### src/rtl/cpu_controller_if.sv
// Control bundle between the VeriRISC sequencer and its datapath: opcode/zero in,
// per-phase control strobes and debug phase out.
interface cpu_controller_if;
    logic [2:0] opcode;
    logic       zero;
    logic       sel;
    logic       rd;
    logic       wr;
    logic       ld_ir;
    logic       ld_ac;
    logic       ld_pc;
    logic       inc_pc;
    logic       data_e;
    logic       halt;
    logic [2:0] phase;

    modport master (
        input  opcode, zero,
        output sel, rd, wr, ld_ir, ld_ac, ld_pc, inc_pc, data_e, halt, phase
    );

    modport slave (
        output opcode, zero,
        input  sel, rd, wr, ld_ir, ld_ac, ld_pc, inc_pc, data_e, halt, phase
    );
endinterface

### src/rtl/cpu_controller.sv
// Eight-phase fetch/execute sequencer for VeriRISC; control lines are a pure
// decode of (phase, opcode, zero), with a sticky halt once HLT reaches OP_ADDR.
module cpu_controller (
    input  logic              clk,
    input  logic              rst,
    cpu_controller_if.master  bus
);
    typedef enum logic [2:0] {
        INST_ADDR  = 3'd0,
        INST_FETCH = 3'd1,
        INST_LOAD  = 3'd2,
        IDLE       = 3'd3,
        OP_ADDR    = 3'd4,
        OP_FETCH   = 3'd5,
        ALU_OP     = 3'd6,
        STORE      = 3'd7
    } phase_e;

    typedef enum logic [2:0] {
        HLT = 3'd0,
        SKZ = 3'd1,
        ADD = 3'd2,
        AND = 3'd3,
        XOR = 3'd4,
        LDA = 3'd5,
        STO = 3'd6,
        JMP = 3'd7
    } opcode_e;

    typedef struct packed {
        logic sel;
        logic rd;
        logic wr;
        logic ld_ir;
        logic ld_ac;
        logic ld_pc;
        logic inc_pc;
        logic data_e;
        logic halt;
    } ctrl_t;

    phase_e phase_q, phase_d;
    logic   halted_q, halted_d;
    ctrl_t  ctrl;
    logic   alu_op;
    logic   is_hlt, is_skz, is_sto, is_jmp;

    assign is_hlt = (bus.opcode == HLT);
    assign is_skz = (bus.opcode == SKZ);
    assign is_sto = (bus.opcode == STO);
    assign is_jmp = (bus.opcode == JMP);
    assign alu_op = (bus.opcode == ADD) || (bus.opcode == AND) ||
                    (bus.opcode == XOR) || (bus.opcode == LDA);

    // NOTE: state flops use non-blocking assignments so every flop samples
    // pre-edge values; combinational blocks use blocking assignments.
    always_ff @(posedge clk or posedge rst) begin
        if (rst) begin
            phase_q  <= INST_ADDR;
            halted_q <= 1'b0;
        end else begin
            phase_q  <= phase_d;
            halted_q <= halted_d;
        end
    end

    // Halt is sticky: once HLT is seen in OP_ADDR, only reset releases it.
    always_comb begin
        phase_d  = phase_e'(phase_q + 3'd1);
        halted_d = halted_q;
        if (halted_q) begin
            phase_d = phase_q;
        end else if (phase_q == OP_ADDR && is_hlt) begin
            phase_d  = OP_ADDR;
            halted_d = 1'b1;
        end
    end

    // NOTE: every output gets a default first so no path through the case
    // leaves a signal unassigned, which would otherwise infer a latch.
    always_comb begin
        ctrl = '0;
        if (halted_q) begin
            ctrl.halt = 1'b1;
        end else begin
            unique case (phase_q)
                INST_ADDR: begin
                    ctrl.sel = 1'b1;
                end
                INST_FETCH: begin
                    ctrl.sel = 1'b1;
                    ctrl.rd  = 1'b1;
                end
                INST_LOAD, IDLE: begin
                    ctrl.sel   = 1'b1;
                    ctrl.rd    = 1'b1;
                    ctrl.ld_ir = 1'b1;
                end
                OP_ADDR: begin
                    ctrl.halt   = is_hlt;
                    ctrl.inc_pc = !is_hlt;
                end
                OP_FETCH: begin
                    ctrl.rd = alu_op;
                end
                ALU_OP: begin
                    ctrl.rd     = alu_op;
                    ctrl.ld_ac  = alu_op;
                    ctrl.inc_pc = is_skz && bus.zero;
                    ctrl.ld_pc  = is_jmp;
                    ctrl.data_e = is_sto;
                end
                STORE: begin
                    ctrl.rd     = alu_op;
                    ctrl.ld_ac  = alu_op;
                    ctrl.inc_pc = is_jmp;
                    ctrl.ld_pc  = is_jmp;
                    ctrl.wr     = is_sto;
                    ctrl.data_e = is_sto;
                end
                default: ctrl = '0;
            endcase
        end
    end

    assign bus.sel    = ctrl.sel;
    assign bus.rd     = ctrl.rd;
    assign bus.wr     = ctrl.wr;
    assign bus.ld_ir  = ctrl.ld_ir;
    assign bus.ld_ac  = ctrl.ld_ac;
    assign bus.ld_pc  = ctrl.ld_pc;
    assign bus.inc_pc = ctrl.inc_pc;
    assign bus.data_e = ctrl.data_e;
    assign bus.halt   = ctrl.halt;
    assign bus.phase  = phase_q;
endmodule

### src/flat_wrapper.sv
// flat-port wrapper written by rule: the top's interface ports become plain ports
module cpu_controller_flat 
  (clk, rst, bus_opcode, bus_zero, bus_sel, bus_rd, bus_wr, bus_ld_ir, bus_ld_ac, bus_ld_pc, bus_inc_pc, bus_data_e, bus_halt, bus_phase);
  cpu_controller_if bus_i ();
  input  logic clk;
  input  logic rst;
  input wire logic [$bits(bus_i.opcode)-1:0] bus_opcode;
  input wire logic [$bits(bus_i.zero)-1:0] bus_zero;
  output wire logic [$bits(bus_i.sel)-1:0] bus_sel;
  output wire logic [$bits(bus_i.rd)-1:0] bus_rd;
  output wire logic [$bits(bus_i.wr)-1:0] bus_wr;
  output wire logic [$bits(bus_i.ld_ir)-1:0] bus_ld_ir;
  output wire logic [$bits(bus_i.ld_ac)-1:0] bus_ld_ac;
  output wire logic [$bits(bus_i.ld_pc)-1:0] bus_ld_pc;
  output wire logic [$bits(bus_i.inc_pc)-1:0] bus_inc_pc;
  output wire logic [$bits(bus_i.data_e)-1:0] bus_data_e;
  output wire logic [$bits(bus_i.halt)-1:0] bus_halt;
  output wire logic [$bits(bus_i.phase)-1:0] bus_phase;
  assign bus_i.opcode = bus_opcode;
  assign bus_i.zero = bus_zero;
  assign bus_sel = bus_i.sel;
  assign bus_rd = bus_i.rd;
  assign bus_wr = bus_i.wr;
  assign bus_ld_ir = bus_i.ld_ir;
  assign bus_ld_ac = bus_i.ld_ac;
  assign bus_ld_pc = bus_i.ld_pc;
  assign bus_inc_pc = bus_i.inc_pc;
  assign bus_data_e = bus_i.data_e;
  assign bus_halt = bus_i.halt;
  assign bus_phase = bus_i.phase;
  cpu_controller u_core (.clk(clk), .rst(rst), .bus(bus_i));
endmodule
### config.mk
export PLATFORM = sky130hd
export DESIGN_NAME = cpu_controller_flat
export DESIGN_NICKNAME = d
export VERILOG_FILES = /design/src/rtl/cpu_controller_if.sv /design/src/rtl/cpu_controller.sv /design/src/flat_wrapper.sv
export SDC_FILE = /design/constraint.sdc
export NUM_CORES = 1
export LEC_CHECK = 0
export ABC_CLOCK_PERIOD_IN_PS = 1500
export BUFFER_PORTS_ARGS = -buffer_cell sky130_fd_sc_hd__buf_2
export CAP_MARGIN = 25
export CORE_AREA = 2 2 41 47
export CTS_BUF_LIST = sky130_fd_sc_hd__clkbuf_2 sky130_fd_sc_hd__clkbuf_4 sky130_fd_sc_hd__clkbuf_8
export CTS_CLUSTER_SIZE = 10
export DETAILED_ROUTE_END_ITERATION = 6
export DIE_AREA = 0 0 43 49
export SETUP_SLACK_MARGIN = 0.1
export SLEW_MARGIN = 20
export SYNTH_ARGS = -nofsm -noshare
export SYNTH_HDL_FRONTEND = slang
export SYNTH_SLANG_ARGS = --single-unit
export TNS_END_PERCENT = 1
### constraint.sdc
create_clock -name clk -period 1.5 [get_ports clk]
set_input_delay 0.3 -clock clk [delete_from_list [all_inputs] [get_ports clk]]
set_output_delay 0.3 -clock clk [all_outputs]
set_load 0.1 [all_outputs]
### Word level (Yosys, flattened, before mapping)

Index checks and enable logic that the tools add are counted.

* reductions and logical operators: 13
* mux-type cells: 13
* eq/ne operators: 14
* add/subtract/negate cells: 1

Operator list (count)
* $eq A3 B3 Y1 const B: 8
* $eq A3 B2 Y1 const B: 4
* $mux W1: 8
* $mux W8: 1
* $eq A3 B1 Y1 const B: 2
* $logic_not A3 Y1: 2
* $reduce_or A3 Y1: 2
* $reduce_or A2 Y1: 2
* $reduce_or A4 Y1: 1
* $add A3 B1 Y3 const B: 1
* $logic_or A1 B1 Y1: 3
* $mux W3: 1
* $pmux W1 S3: 1
* $logic_and A1 B1 Y1: 2
* $mux W2: 1
* $pmux W1 S2: 1
* $logic_not A1 Y1: 1

* register bits after elaboration: 4
* output and inout bits: 12
* input port bits: 6
* logic and storage cells: 43

### Longest topological paths before layout

Gate-level depths: netlist of run 1.

* depth in word-level cells: 6
* gate-level depth with buffers: 5

### Least setup slack after synthesis of run 1

Ideal clock, no wire load.

* kind: register to output
* from: register u_core.phase_q[0], in the netlist u_core.bus.phase[0]
* to: output port bus_data_e
* stages on the path, launching flop included: 6
* path slack: -2587 ps
* path buffers: 0
* arrival: 3787 ps
* cell sequence: dfrtp_1 > ha_1 > ha_1 > a21oi_1 > or2_1 > nor3_1

* word-level cells in the longest chain between the ends: 4
* elaborated cells on any way between the ends: 5
* those cells by class: eq/ne: 2; mux: 2; reduce/logical: 1

RTL lines
* start, declared: RTL line cpu_controller.sv:42 `phase_e phase_q, phase_d;`
* start signal, assigned: RTL line cpu_controller.sv:62 `phase_q <= phase_d;`
* $eq A3 B3 Y1: RTL line cpu_controller.sv:86 `unique case (phase_q)`
* $reduce_or A2 Y1 (no source line) *
* $mux W1 *: RTL line cpu_controller.sv:86
* $mux W8 *: RTL line cpu_controller.sv:83 `if (halted_q) begin`
* end, declared: RTL line flat_wrapper.sv:16 `output wire logic [$bits(bus_i.data_e)-1:0] bus_data_e;`

Mark *: on every way between the ends. The rest lies on a longest branch, timed or not.

### Worst setup path after layout of run 1

* from: register u_core.phase_q[0], in the netlist u_core.bus.phase[0]
* to: output port bus_rd

* word-level cells in the longest chain between the ends: 4
* elaborated cells on any way between the ends: 10
* those cells by class: eq/ne: 6; mux: 2; reduce/logical: 2

RTL lines
* $eq A3 B3 Y1 (tied with other cells): RTL line cpu_controller.sv:86
* $reduce_or A3 Y1 (no source line)
* $pmux W1 S2 *: RTL line cpu_controller.sv:86
* $mux W8 *: RTL line cpu_controller.sv:83
* end, declared: RTL line flat_wrapper.sv:10 `output wire logic [$bits(bus_i.rd)-1:0] bus_rd;`

Marks and branches as above.

==> flow_summary.ini, run 1 <==
[yosys]
synth_top_flop_cell = dfrtp_1
synth_top_family_by_area = adder cells
synth_compound_area_frac = 0.220
async_flop_share = 1.00
ys_types = 24
synth_fa_ha_area_frac = 0.224
synth_cells = 46
syn_nets = 59
syn_area_um2 = 392
synth-seq-area-share = 0.256
synth_edf_count = 0
synth_xor_area_frac = 0.0224
yosysTopAreaCell = dfrtp_1
synth-seq-cells = 4
avgSynthCellArea_um2 = 8.51
synth.area.top_cells = dfrtp_1, ha_1, a21oi_1, inv_1, nor3_1
yosys.area_share.simple = 0.188
yosysTopAreaCellShare = 0.256
yosysWarnings = 0
synth_mux_area_frac = 0.0288

[sta]
max_slew_margin = 0.772
final_max_slew_viol_count = 0
skew_ps = 7.80
clock.fmax_mhz = 500
period_share = 1.33
final_hold_viol_count = 0
setup_violations = 9
rsz0062_at_grt = yes
period_minus_slack_ps = 2000
tightest_slew_ps = 341
setup_ws_ps = -498

[global_routing]
grt_overflow = 0
grt_util_all_layers = 0.145
grt_pass1_wl_um = 2280
grt_pass1_vias = 553
grt_max_degree = 6
grt_antenna_before_repair = 0

[job]
cap_violations = 0

[routing]
routed_wl_um = 1280
route.detailed.drc = 0
drt_pass1_iterations = 4
wl_per_cell_um = 12.3
drtIter0Drc = 7
ant_nets = 0
dr_total_vias = 486
wl_met3_um = 36
wl_met1_um = 455
vias_per_cell = 4.67
wl_met2_um = 756
dr.max_layer_used = met4

[critical_path]
crit_path_end_kind = output port
r2r-start = u_core.bus.phase[1]$_DFFE_PP0N_
criticalPathCategory = reg -> out
critPathSlowestCell = dfrtp_4
critPathLaunchType = register
path_max_fanout = 4
critPathBufInv = 3
arrival_ps = 1700
critPathRequiredTime_ps = 1200
reg2reg_to = u_core.bus.phase[2]$_DFFE_PP0N_
max_stage_delay_ps = 520
crit_chain = inv_4 -> ha_4 -> or2_4 -> a21oi_4 -> buf_6 -> a211oi_4 -> buf_12
ff2ff_setup_slack_ps = 50
path_depth = 7
reg2reg_depth = 6
critPathTopFamily = flip-flops

[cells_and_area]
utilization = 0.609
diodes = 0
final_cell_mix = buf_4, buf_12, buf_2, ha_4, clkbuf_4
final_common_cell = buf_4
area_growth_pct = 161
layout-drive-gt1-share = 0.791
instances_no_fill = 104
fin_nets = 100

[status]
violations = setup timing
outcome = finished with violations

[clock_tree]
cts_buffers = 3
clockBufferDepth = 2
post-cts-setup-buffer-count = 0
tritoncts = built
cts.clk_slew.worst_paths_ps = 40
clock-root-buffer = clkbuf_4
cts_max_level = 1
clk_latency_ps = 240
cts.sinks = 4

[die]
core_um2 = 1680
io_pins = 18
die_h_um = 49
dieWidth_um = 43
dieArea_um2 = 2110
rows = 16
start_util = 0.233

[placement]
numPortBuffers = 17
place.gp.congestion = 0.736
pre_cts_slack_ps = -387
dp.cells = 99

[worst_hold_path]
hp-class = in -> async
area by class of cell:
cell class	count	area (µm²)
well taps	18	22.5
clock buffers	4	30.0
repair buffers	37	417
fillers	140	658
multi-input cells	36	424
inverters	5	21.3
flip-flops and latches	4	109
synthesized netlist by cell type (all sizes together), types with 2 or more instances:
library cell and n:
inv 5, nor3 3, ha 7, dfrtp 4
nand2 3, a21oi 4, o21ai 2, or2 2
nor2 3
state kept, by name, indices dropped and copies added (netlist names):
signal and flops:
u_core.halted_q 1, u_core.bus.phase 3
tightest hold or removal path: cells and delay by family:
family	cells	cell delay, ps
buf+inv	3	790
through the flow:
step | setup TNS (ps) | cell area (µm²) | hold slack [ps]
floorplan | -6790 | 503 | 66.1
global placement | -1940 | 913 | 181
global route | -4460 | 1020 | 495
detailed placement | -2150 | 913 | 184
finish | -3810 | 1020 | 491
CTS | -3900 | 1010 | 465
cell families after synthesis:
logic type | Yosys count
AO/OA/AOI/OAI | 12
XOR/XNOR | 1
adder cells (fa/ha/maj) | 7
buffers and inverters | 6
flip-flops | 4
multiplexers | 1
AND/OR/NAND/NOR | 15
repair_timing:
item	4_1_cts	5_1_grt
cloned	0	0
endpoints found under the hold margin	4	0
pin swaps	7	2
gates resized for setup	15	3
endpoints found under the setup margin	12	13
hold buffers	1	0
worst max-delay path by stage:
stage | from | to
finish | u_core.bus.phase[0]$_DFFE_PP0N_ | bus_rd
global route | u_core.bus.phase[0]$_DFFE_PP0N_ | bus_rd
CTS | u_core.bus.phase[0]$_DFFE_PP0N_ | bus_rd
detailed placement | u_core.bus.phase[0]$_DFFE_PP0N_ | bus_rd
global placement | u_core.bus.phase[0]$_DFFE_PP0N_ | bus_rd
floorplan | u_core.bus.phase[1]$_DFFE_PP0N_ | bus_data_e
metal layers:
layer,vias up,track usage
li1,236,-
met1,233,0.147
met2,13,0.260
met3,4,0.0259
met4,0,0.101
met5,-,0
Power of run 1 is left out: the tool's default activity adds up to more than one toggle a clock period on the data nets, which glitch-free logic cannot reach.
==> run 2: changes to the inputs <==
--- a/config.mk
+++ b/config.mk
@@ -8,14 +8,14 @@
 export ABC_CLOCK_PERIOD_IN_PS = 1500
 export BUFFER_PORTS_ARGS = -buffer_cell sky130_fd_sc_hd__buf_2
 export CAP_MARGIN = 25
-export CORE_AREA = 2 2 41 47
+export CORE_AREA = 3 3 42 48
 export CTS_BUF_LIST = sky130_fd_sc_hd__clkbuf_2 sky130_fd_sc_hd__clkbuf_4 sky130_fd_sc_hd__clkbuf_8
 export CTS_CLUSTER_SIZE = 10
 export DETAILED_ROUTE_END_ITERATION = 6
-export DIE_AREA = 0 0 43 49
+export DIE_AREA = 0 0 45 51
+export PLACE_DENSITY = 0.49
 export SETUP_SLACK_MARGIN = 0.1
 export SLEW_MARGIN = 20
 export SYNTH_ARGS = -nofsm -noshare
 export SYNTH_HDL_FRONTEND = slang
 export SYNTH_SLANG_ARGS = --single-unit
-export TNS_END_PERCENT = 1
==> flow_summary.ini, run 2 (synthesis gave the netlist of run 1 again) <==
[clock_tree]
cts_buffers = 3
clock-root-buffer = clkbuf_4
cts.sinks = 4
clockBufferDepth = 2
clk_latency_ps = 240
tritoncts = built
cts.clk_slew.worst_paths_ps = 40
cts_max_level = 1

[global_routing]
grt_max_degree = 8
grt_antenna_before_repair = 0
grt_util_all_layers = 0.129
grt_pass1_wl_um = 2130
grt_overflow = 0
grt_pass1_vias = 490

[cells_and_area]
utilization = 0.708
diodes = 0
stdcell_area_um2 = 1120
largest_reg_flops = 3
instances_no_fill = 104
final_cell_mix = buf_12, buf_6, buf_4, ha_4, buf_2
layout-drive-gt1-share = 0.828
area_growth_pct = 185
final_common_cell = buf_12
fin_nets = 101
fillers = 116

[die]
die_h_um = 51
io_pins = 18
dieWidth_um = 45
core_um2 = 1580
start_util = 0.248
rows = 15
dieArea_um2 = 2300

[routing]
wl_per_cell_um = 12.2
vias_per_cell = 4.59
drtIter0Drc = 1
drt_pass1_iterations = 3
dr_total_vias = 477
routed_wl_um = 1270
ant_nets = 0
route.detailed.drc = 0

[critical_path]
critPathSlowestCell = dfrtp_4
path_depth = 6
max_stage_delay_ps = 510
critPathLaunchType = register
critPathRequiredTime_ps = 1200
criticalPathCategory = reg -> out
critPathBufInv = 2
critPathTopFamily = flip-flops
reg2reg_depth = 7
crit_path_end_kind = output port
path_max_fanout = 5
crit_chain = ha_4 -> or2_4 -> a21oi_4 -> buf_6 -> a211oi_4 -> buf_12
arrival_ps = 1740

[sta]
final_max_slew_viol_count = 0
final_hold_viol_count = 0
period_share = 1.36
skew_ps = 5.64
whs_ps = 473
period_minus_slack_ps = 2040
setup_violations = 9
clock.fmax_mhz = 491
max_slew_margin = 0.790
setup_ws_ps = -538
rsz0062_at_grt = yes
tightest_slew_ps = 312

[placement]
numPortBuffers = 17
dp.final_hpwl_um = 963
place_area_um2 = 903
dp.cells = 94
place.gp.congestion = 0.742

[worst_hold_path]
hp-class = in -> async

[status]
violations = setup timing
outcome = finished with violations

[job]
cap_violations = 0
## run 2: final timing paths
check                                                start  slack, ps                         endpoint
min reg2reg                u_core.bus.phase[0]$_DFFE_PP0N_        690  u_core.bus.phase[0]$_DFFE_PP0N_
min in group clk                             bus_opcode[0]        660        u_core.halted_q$_DFF_PP0_
max                        u_core.bus.phase[1]$_DFFE_PP0N_       -540                           bus_rd
max reg2reg                u_core.bus.phase[1]$_DFFE_PP0N_         10  u_core.bus.phase[2]$_DFFE_PP0N_
max in group asynchronous                              rst        850  u_core.bus.phase[2]$_DFFE_PP0N_
min                                                    rst        470  u_core.bus.phase[0]$_DFFE_PP0N_
## run 2: cell type report
| class | instances | area [µm²] | share of cell area |
|---|---|---|---|
| well taps | 17 | 21.3 | 0.0191 |
| multi-input cells | 36 | 469 | 0.420 |
| clock buffers | 4 | 30.0 | 0.0269 |
| flip-flops and latches | 4 | 111 | 0.0998 |
| inverters | 5 | 21.3 | 0.0191 |
| repair buffers | 38 | 463 | 0.415 |
## run 2: worst register-to-register path, stage by stage (launching register included)
cell and delay [ps]:
dfrtp_4 450, inv_2 50, buf_6 110, ha_4 170, buf_6 110, a31o_4 230, buf_6 120, a2bb2oi_2 120
## run 2: through the flow
step | setup WS, ps | TNS, ps
finish | -538 | -3640
global route | -645 | -4390
CTS | -552 | -4140
detailed placement | -385 | -2290
global placement | -353 | -2200
floorplan | -899 | -6360
## run 2: per-layer routing
layer | wire length, µm | part of all wire | global-route usage
met1 | 457 | 0.36 | 0.137
met2 | 704 | 0.55 | 0.222
met3 | 79 | 0.062 | 0.0317
met4 | 29 | 0.023 | 0.0732
met5 | 0 | 0 | 0
## run 2: timing repair
item                                   in CTS  in global routing
setup buffers                               5                  3
endpoints found under the hold margin       4                  0
pin swaps                                   7                  3
hold buffers                                1                  0
gates resized for setup                    28                  5
cloned                                      0                  0
setup endpoints to repair                  12                 15
Power of run 2 is left out for the same reason.
==> run 3: changes to the inputs <==
--- a/config.mk
+++ b/config.mk
@@ -15,6 +15,7 @@
 export DIE_AREA = 0 0 45 51
 export PLACE_DENSITY = 0.49
 export SETUP_SLACK_MARGIN = 0.1
+export SKIP_CTS_REPAIR_TIMING = 1
 export SLEW_MARGIN = 20
 export SYNTH_ARGS = -nofsm -noshare
 export SYNTH_HDL_FRONTEND = slang
==> constraint.sdc (replaced) <==
create_clock -name clk -period 1.5 [get_ports clk]
set_input_delay 0.15 -clock clk [delete_from_list [all_inputs] [get_ports clk]]
set_output_delay 0.15 -clock clk [all_outputs]
set_load 0.1 [all_outputs]
==> flow_summary.ini, run 3 (synthesis gave the netlist of run 1 again) <==
[clock_tree]
clock-root-buffer = clkbuf_4
clk_latency_ps = 240
cts_max_level = 1
cts_buffers = 3
clockBufferDepth = 2
tritoncts = built
cts.sinks = 4
cts.clk_slew.worst_paths_ps = 40

[routing]
drtIter0Drc = 0
ant_nets = 0
vias_per_cell = 4.65
wl_per_cell_um = 11.3
routed_wl_um = 1080
route.detailed.drc = 0
drt_pass1_iterations = 1
dr_total_vias = 446

[global_routing]
grt_max_degree = 6
grt_overflow = 0
grt_antenna_before_repair = 0
grt_pass1_wl_um = 1870
grt_pass1_vias = 477
grt_util_all_layers = 0.110

[cells_and_area]
fillers = 146
diodes = 0
stdcell_area_um2 = 957
regArea_um2 = 111
largest_reg_flops = 3
layout-drive-gt1-share = 0.747
fin_nets = 93
final_cell_mix = buf_12, buf_4, buf_2, clkbuf_4, ha_4
area_growth_pct = 144
multiInputGateArea_um2 = 428

[critical_path]
max_stage_delay_ps = 510
criticalPathCategory = reg -> out
critPathSlowestCell = dfrtp_4
arrival_ps = 1730
critPathLaunchType = register
crit_path_end_kind = output port
reg2reg_depth = 6
path_max_fanout = 4
critPathRequiredTime_ps = 1350
crit_chain = inv_2 -> ha_2 -> or2_4 -> a21oi_4 -> buf_6 -> a211oi_4 -> buf_12

[die]
io_pins = 18
die_h_um = 51
dieWidth_um = 45
core_um2 = 1580
dieArea_um2 = 2300
start_util = 0.248
rows = 15

[sta]
period_minus_slack_ps = 1880
max_slew_margin = 0.679
setup_violations = 9
tightest_slew_ps = 484
period_share = 1.25
skew_ps = 8.02
rsz0062_at_grt = yes
clock.fmax_mhz = 532
final_max_slew_viol_count = 0
setup_ws_ps = -380
final_hold_viol_count = 0

[placement]
dp.final_hpwl_um = 894
place_area_um2 = 843
numPortBuffers = 17
place.gp.congestion = 0.741

[job]
cap_violations = 0

[status]
violations = setup timing
outcome = finished with violations

[worst_hold_path]
hp-class = in -> async
[run 3: cell types whose count changed in the layout (fill, tap and decap cells not counted), sizes merged]
cell	before	now
buf	37	28
clkbuf	4	5
[run 3: worst max-delay path: cells and delay by family (launching register included)]
family | cells | cell delay, ps
adders and majority gates | 1 | 170
buffers and inverters | 3 | 410
DFF | 1 | 510
and+or+nand+nor | 1 | 120
AOI/OAI and AO/OA | 2 | 290
[run 3: worst paths after layout]
path / startpoint / endpoint / slack, ps
min in group clk: bus_opcode[1] / u_core.halted_q$_DFF_PP0_ / 460
worst max register to register: u_core.bus.phase[0]$_DFFE_PP0N_ / u_core.bus.phase[2]$_DFFE_PP0N_ / 80
worst max-delay path: u_core.bus.phase[1]$_DFFE_PP0N_ / bus_rd / -380
worst min-delay path: rst / u_core.bus.phase[0]$_DFFE_PP0N_ / 330
max in group asynchronous: rst / u_core.bus.phase[2]$_DFFE_PP0N_ / 990
worst min register to register: u_core.halted_q$_DFF_PP0_ / u_core.bus.phase[2]$_DFFE_PP0N_ / 660
[run 3: cell type report]
class | count | share of cell area
Clock buffer | 4 | 0.0314
Inverter | 5 | 0.0222
Multi-Input combinational cell | 36 | 0.447
Sequential cell | 4 | 0.116
Tap cell | 17 | 0.0222
Timing Repair Buffer | 30 | 0.361
[run 3: per-stage QoR]
| step | hold WS (ps) | setup WS (ps) | utilization | std cells | TNS, ps |
|---|---|---|---|---|---|
| CTS | -221 | -487 | 0.554 | 94 | -3070 |
| detailed placement | 37.2 | -223 | 0.535 | 90 | -828 |
| finish | 335 | -380 | 0.607 | 96 | -2280 |
| floorplan | -83.9 | -749 | - | 46 | -5010 |
| global placement | 36.6 | -204 | 0.535 | 90 | -789 |
| global route | 329 | -456 | 0.607 | 96 | -2950 |
[run 3: per-layer routing]
| layer | share of wire | GRT usage | wire, µm | up-vias |
|---|---|---|---|---|
| met1 | 0.38 | 0.121 | 415 | 203 |
| met2 | 0.53 | 0.177 | 574 | 17 |
| met5 | 0 | 0 | 0 | - |
| met3 | 0.068 | 0.0317 | 74 | 2 |
| met4 | 0.018 | 0.0732 | 19 | 0 |
| li1 | - | - | - | 224 |
Power of run 3 is left out for the same reason.
